### config.mk
export PLATFORM = sky130hd
export DESIGN_NAME = fetch_sequencer
export DESIGN_NICKNAME = d
export VERILOG_FILES = /design/src/rtl/processor_pkg.sv /design/src/rtl/fetch_sequencer.sv
export SDC_FILE = /design/constraint.sdc
export NUM_CORES = 1
export LEC_CHECK = 0
export CAP_MARGIN = 20
export CORE_ASPECT_RATIO = 1.5
export CORE_MARGIN = 2
export CORE_UTILIZATION = 45
export DETAILED_ROUTE_END_ITERATION = 16
export GPL_ROUTABILITY_DRIVEN = 0
export PLACE_DENSITY = 0.89
export REMOVE_ABC_BUFFERS = 1
export SLEW_MARGIN = 0
export SYNTH_ARGS = -nofsm -noshare
export SYNTH_HDL_FRONTEND = slang
export SYNTH_SLANG_ARGS = --single-unit
### constraint.sdc
create_clock -name Clock -period 5.3 [get_ports Clock]
set_input_delay 1.59 -clock Clock [delete_from_list [all_inputs] [get_ports Clock]]
set_output_delay 1.59 -clock Clock [all_outputs]
set_load 0.1 [all_outputs]
### src/rtl/processor_pkg.sv
// Shared sequencer definitions: TimeStep state encoding and ROM latency bounds.
package processor_pkg;

    localparam logic [2:0] ST_IDLE   = 3'd0;
    localparam logic [2:0] ST_FETCH  = 3'd1;
    localparam logic [2:0] ST_WAIT   = 3'd2;
    localparam logic [2:0] ST_LATCH  = 3'd3;
    localparam logic [2:0] ST_EXEC   = 3'd4;
    localparam logic [2:0] ST_HALTED = 3'd7;

    localparam int ROM_LAT_MIN   = 1;
    localparam int ROM_LAT_MAX   = 3;
    localparam int ROM_LAT_CNT_W = 2;

    // The ROM is addressed and clocked only while a fetch is in flight.
    function automatic logic rom_active(input logic [2:0] state);
        return (state == ST_FETCH) || (state == ST_WAIT);
    endfunction

endpackage

### src/rtl/fetch_sequencer.sv
// Instruction fetch/execute sequencer: IDLE -> FETCH -> WAIT -> LATCH -> EXEC -> FETCH/IDLE/HALTED.
// Define SINGLE_STEP_EN to require a Step pulse for every instruction.
module fetch_sequencer
    import processor_pkg::*;
#(
    parameter int ADDR_W      = 8,
    parameter int DATA_W      = 32,
    parameter int ROM_LATENCY = 1
) (
    input  logic              Clock,
    input  logic              ProcessorReset,
    input  logic              ProcessorEnable,
    input  logic              Step,
    input  logic [DATA_W-1:0] RomQ,
    input  logic              ExecDone,
    input  logic              Halt,
    input  logic              LoadPC,
    input  logic [ADDR_W-1:0] PCIn,
    output logic [ADDR_W-1:0] RomAddress,
    output logic              RomClken,
    output logic [DATA_W-1:0] IR,
    output logic              ExecStart,
    output logic [2:0]        TimeStep,
    output logic              OperationFinished,
    output logic [ADDR_W-1:0] PC,
    output logic [15:0]       InstrCount
);

    if (ROM_LATENCY < ROM_LAT_MIN || ROM_LATENCY > ROM_LAT_MAX) begin : g_bad_latency
        $error("fetch_sequencer: ROM_LATENCY out of range");
    end

    logic [2:0]               r_state;
    logic [ADDR_W-1:0]        r_pc;
    logic [DATA_W-1:0]        r_ir;
    logic [15:0]              r_count;
    logic [ROM_LAT_CNT_W-1:0] r_wait_cnt;
    logic                     r_exec_first;

    logic w_start;
    logic w_continue;

`ifdef SINGLE_STEP_EN
    assign w_start    = ProcessorEnable & Step;
    assign w_continue = 1'b0;
`else
    logic w_unused_step;
    assign w_unused_step = Step;
    assign w_start       = ProcessorEnable;
    assign w_continue    = ProcessorEnable;
`endif

    always_ff @(posedge Clock or posedge ProcessorReset) begin
        if (ProcessorReset) begin
            r_state      <= ST_IDLE;
            r_pc         <= '0;
            r_ir         <= '0;
            r_count      <= '0;
            r_wait_cnt   <= '0;
            r_exec_first <= 1'b0;
        end else begin
            case (r_state)
                ST_IDLE: begin
                    if (w_start) r_state <= ST_FETCH;
                end
                ST_FETCH: begin
                    r_wait_cnt <= ROM_LAT_CNT_W'(ROM_LATENCY - 1);
                    r_state    <= ST_WAIT;
                end
                ST_WAIT: begin
                    if (r_wait_cnt == '0) r_state <= ST_LATCH;
                    else                  r_wait_cnt <= r_wait_cnt - 1'b1;
                end
                ST_LATCH: begin
                    r_ir         <= RomQ;
                    r_pc         <= r_pc + 1'b1;
                    r_exec_first <= 1'b1;
                    r_state      <= ST_EXEC;
                end
                ST_EXEC: begin
                    r_exec_first <= 1'b0;
                    if (ExecDone) begin
                        if (r_count != 16'hFFFF) r_count <= r_count + 16'd1;
                        // Halt wins over a simultaneous branch; PC keeps its incremented value.
                        if (Halt) begin
                            r_state <= ST_HALTED;
                        end else begin
                            if (LoadPC) r_pc <= PCIn;
                            r_state <= w_continue ? ST_FETCH : ST_IDLE;
                        end
                    end
                end
                ST_HALTED: r_state <= ST_HALTED;
                default:   r_state <= ST_IDLE;
            endcase
        end
    end

    // PC is stable through FETCH and WAIT, so it can drive the ROM address directly.
    assign RomAddress        = r_pc;
    assign RomClken          = rom_active(r_state);
    assign IR                = r_ir;
    assign ExecStart         = (r_state == ST_EXEC) && r_exec_first;
    assign TimeStep          = r_state;
    assign OperationFinished = (r_state == ST_HALTED);
    assign PC                = r_pc;
    assign InstrCount        = r_count;

endmodule
Word level (Yosys, flattened, before mapping)
Index checks and enable logic that the tools add are counted.

Word-level logic and storage cells: 44. Register bits: 62. Output and inout port bits: 70. Input port bits: 47.

Muxes and demuxes: 13. $add $sub $neg: 3. Equality and inequality tests: 12. Reductions and logical operators: 10.

Operators by type and width (number): 2-to-1 mux 8 bit (3); case mux 3 bit (6 select lines) (1); adder 16 x 1 -> 16 bit, second input constant (1); != test 16 bit, second input constant (1); case mux 8 bit (2 select lines) (1); 2-to-1 mux 3 bit (4); != test 2 bit, second input constant (6); adder 8 x 1 -> 8 bit, second input constant (1); equality test 3 x 2 -> 1 bit, second input constant (2); equality test 3 bit, second input constant (2); AND reduction 3 bit (2); case mux 2 bit (2 select lines) (1); AND reduction 4 bit (1); nonzero test 2 bit (2); equality test 3 x 1 -> 1 bit, second input constant (1); logical NOT 3 bit (1); logical NOT 2 bit (1); 2-to-1 mux 2 bit (1); case mux 1 bit (2 select lines) (1); AND reduction 2 bit (1); subtractor 2 x 1 -> 2 bit, second input constant (1); logical AND 1 bit (1); logical OR 1 bit (1); 2-to-1 mux 1 bit (1).

Depth between registers and ports, before layout
Depth after elaboration: 4. Depth in mapped cells: 7. Depth with buffers taken out: 6.

Worst setup path before layout
No wires, ideal clock.

Kind: reg2out. From: register r_state[0], in the netlist TimeStep[0]. To: output port RomClken. Path buffers: 1. Slack: 1.054 ns. Data required time: 3.710 ns. Data arrival time: 2.656 ns. Stages on the path, launching flop included: 4. Cells stage by stage: dfrtp_1 > buf_2 > xnor2_1 > nor2_1.

Word-level cells in the longest chain between the ends: 2. Elaborated cells between the ends (all ways): 3. Classes of those cells: eq/ne: 2; reduce/logical: 1.

RTL lines: start, declared (RTL line fetch_sequencer.sv:33) `logic [2:0] r_state;`; start signal, assigned (RTL line fetch_sequencer.sv:89) `r_state <= w_continue ? ST_FETCH : ST_IDLE;`; equality test 3 x 1 -> 1 bit or equality test 3 x 2 -> 1 bit (tied branches) (RTL line processor_pkg.sv:17) `return (state == ST_FETCH) || (state == ST_WAIT);`; logical OR 1 bit * (RTL line processor_pkg.sv:17); end, declared (RTL line fetch_sequencer.sv:20) `output logic RomClken,`.

Mark *: on every way between the ends. The rest lies on a longest branch, timed or not.

Final worst setup path
From: register r_state[0], in the netlist TimeStep[0]. To: output port ExecStart.

Word-level cells in the longest chain between the ends: 2.

RTL lines: equality test 3 bit (RTL line fetch_sequencer.sv:103) `assign ExecStart = (r_state == ST_EXEC) && r_exec_first;`; logical AND 1 bit (RTL line fetch_sequencer.sv:103); end, declared (RTL line fetch_sequencer.sv:22) `output logic ExecStart,`.

Every way passes these cells.

==> impl_results.md <==
- Tightest Pin Transition: 1.03 ns
- Worst Setup End Kind: output pin
- Fill cells: ~500
- Seq/Total Area, Yosys: 53.1%
- Worst Setup Start Kind: flop
- First-pass GRT wire length: 11.2 mm
- Commonest non-fill, non-tap cell in the layout: clkdlybuf4s50_1
- Async SR Flop Fraction: 100%
- Most frequent cells in the layout: clkdlybuf4s50_1, dfrtp_1, mux2_2, a21oi_1, nand2_1
- Area Overhead vs Synth: 46.0%
- Max FO, Critical Path: 16
- Via count: about 2300
- Hold Crit Class: reg2reg
- Die area: approximately 7200 um2
- Post-CTS Setup Repair Bufs: 0
- Initial antenna violation count: 0
- Die height: 103 um
- WL final: approximately 7 mm
- Slew Limit Fails: 0
- Mapped Cells: about 250
- Post-synthesis register bit count: a little over 60
- Synth warnings: 0
- Area occupied by multi-input gates: ~1200 um2
- Ys flop type: dfrtp_1
- Post-synth top area share: 53.1%
- Setup violations, final: 0
- FP Rows: 36
- DRT antenna net count: 0
- Slew headroom: 31.1%
- Initial core utilization: between 40% and 50%
- CTS Sinks: 62
- Max frequency: 239 MHz
- First drt pass iteration count: 4
- Drt initial violations: between 100 and 150
- IO buf count: roughly 120
- Area contributors post-synth: dfrtp_1, mux2_2, a21oi_1
- Root buffer cell: clkbuf_8
- CTS clk-pin slew, worst paths: ~0.07 ns
- Outcome: complete, no violations
- Yosys top cell by area: dfrtp_1
- Die W: 69.8 um
- Period utilisation layout: between 70 and 80%
- Worst clock skew: 0.0109 ns
- Via-to-Cell Ratio: between 5 and 6
- Syn Area/Cell: 11.5 um2
- Post-Place Cell Area: between 4000 and 5000 um2
- Crit Path Class: reg2out
- Clk_lat worst skew: about 0.33 ns
- Cell Area, Synth: ~3000 um2
- Post-DP HPWL: between 5 and 6 mm
- GRT Util Overall: between 20% and 30%
- Final Hold Viols: 0
- Required time of the critical path: roughly 3.7 ns
- Post-route cell area: 4260 um2
- Share of post-route cells with drive strength above 1: 16.1%
- Min Tclk post-route: about 4.2 ns
- Antenna Diode Count: 0
- CTS tree: done
- Post-Route Utilization: between 60% and 70%
- RSZ-0062 raised after global routing: false
- Largest net degree at the start of global routing: 37
- Max Cap Viol: 0
- Vias in the first global route: between 2000 and 2500
- GRT Residual Overflow: 0
- CTS buffer count: 9
- CP arrival: ~2.6 ns
- Htree depth: 3
- Nets@finish: 412
- Resized cells post-CTS: 0
- Cts hold-fix bufs: 0
- Distinct cells, synth: 46
- Setup TNS: 0 ns
- IO Count: between 100 and 150
- Wire per inst: 15.8 um
- Placeable Area: ~6400 um2
- Area occupied by registers: 1550 um2
- Worst-case clock buffer depth: 2
- Number of synthesized flops with an enable pin: 0
- Post-route DRC: 0
worst paths after layout:
check | slack [ns] | from | cells after the start | end
max | 1.11 | TimeStep[0] | 4 | ExecStart
min | 0.48 | r_exec_first | 1 | r_exec_first
max reg2reg | 3.21 | TimeStep[0] | 5 | InstrCount[15]
min reg2reg | 0.48 | r_exec_first | 1 | r_exec_first
max in group asynchronous | 2.77 | ProcessorReset | 3 | IR[0]
min in group asynchronous | 1.67 | ProcessorReset | 2 | PC[0]
Yosys cell counts (all sizes together) (2+ instances only):
cell    number
mux2        36
and3         3
buf         18
nor3         3
nand3        7
nand2       14
xor2         6
nor2        11
inv          6
nand4        6
mux2i        2
and2         5
or3b         2
nand2b       4
and4         5
nor3b        2
dfrtp       62
clkbuf       4
o21ai       11
a31oi        3
o22ai        3
o311ai       2
ha           3
a21oi       16
xnor2        4
final cells by class:
cell class / instances / share of cell area (%)
Sequential cell: 62 / 36.4
Multi-Input combinational cell: 164 / 28.5
Timing Repair Buffer: 119 / 27.7
Clock buffer: 10 / 3.23
Tap cell: 76 / 2.23
Clock inverter: 5 / 1.41
Inverter: 6 / 0.528
logic make-up after synthesis:
logic type,share of synthesized area (%)
xor+xnor,3.00
mux,14.6
buf+inv,5.23
fa+ha+maj,1.29
simple gates,12.9
flops,53.1
compound gates,9.94
sequential cells by signal (all words and copies together), names as in the netlist:
signal / count
IR: 32
InstrCount: 16
PC: 8
TimeStep: 3
r_wait_cnt: 2
r_exec_first: 1
per-layer routing:
metal  share of wire (%)  GRT usage (%)  wire, um
met1                  39           22.8      2730
met2                  53           35.6      3690
met3                 4.7           3.71       324
met4                 3.1           11.7       213
met5                   0              0         0
through the flow:
step           setup slack (ns)  hold WS, ns  instances
6_report                   1.11        0.484        442
5_1_grt                    1.00        0.518        442
3_3_place_gp               1.55        0.458        427
4_1_cts                    1.10        0.487        442
3_5_place_dp               1.47        0.471        427
2_1_floorplan              1.15        0.441        232
worst max-delay path: stages, from the launching register on:
cell and delay [ns]:
dfrtp_1 0.55, nor3b_2 0.22, buf_4 0.18, and2_1 0.16
clkdlybuf4s50_1 1.15
Power is left out: the tool's default activity adds up to more than one toggle a clock period on the data nets, which glitch-free logic cannot reach.
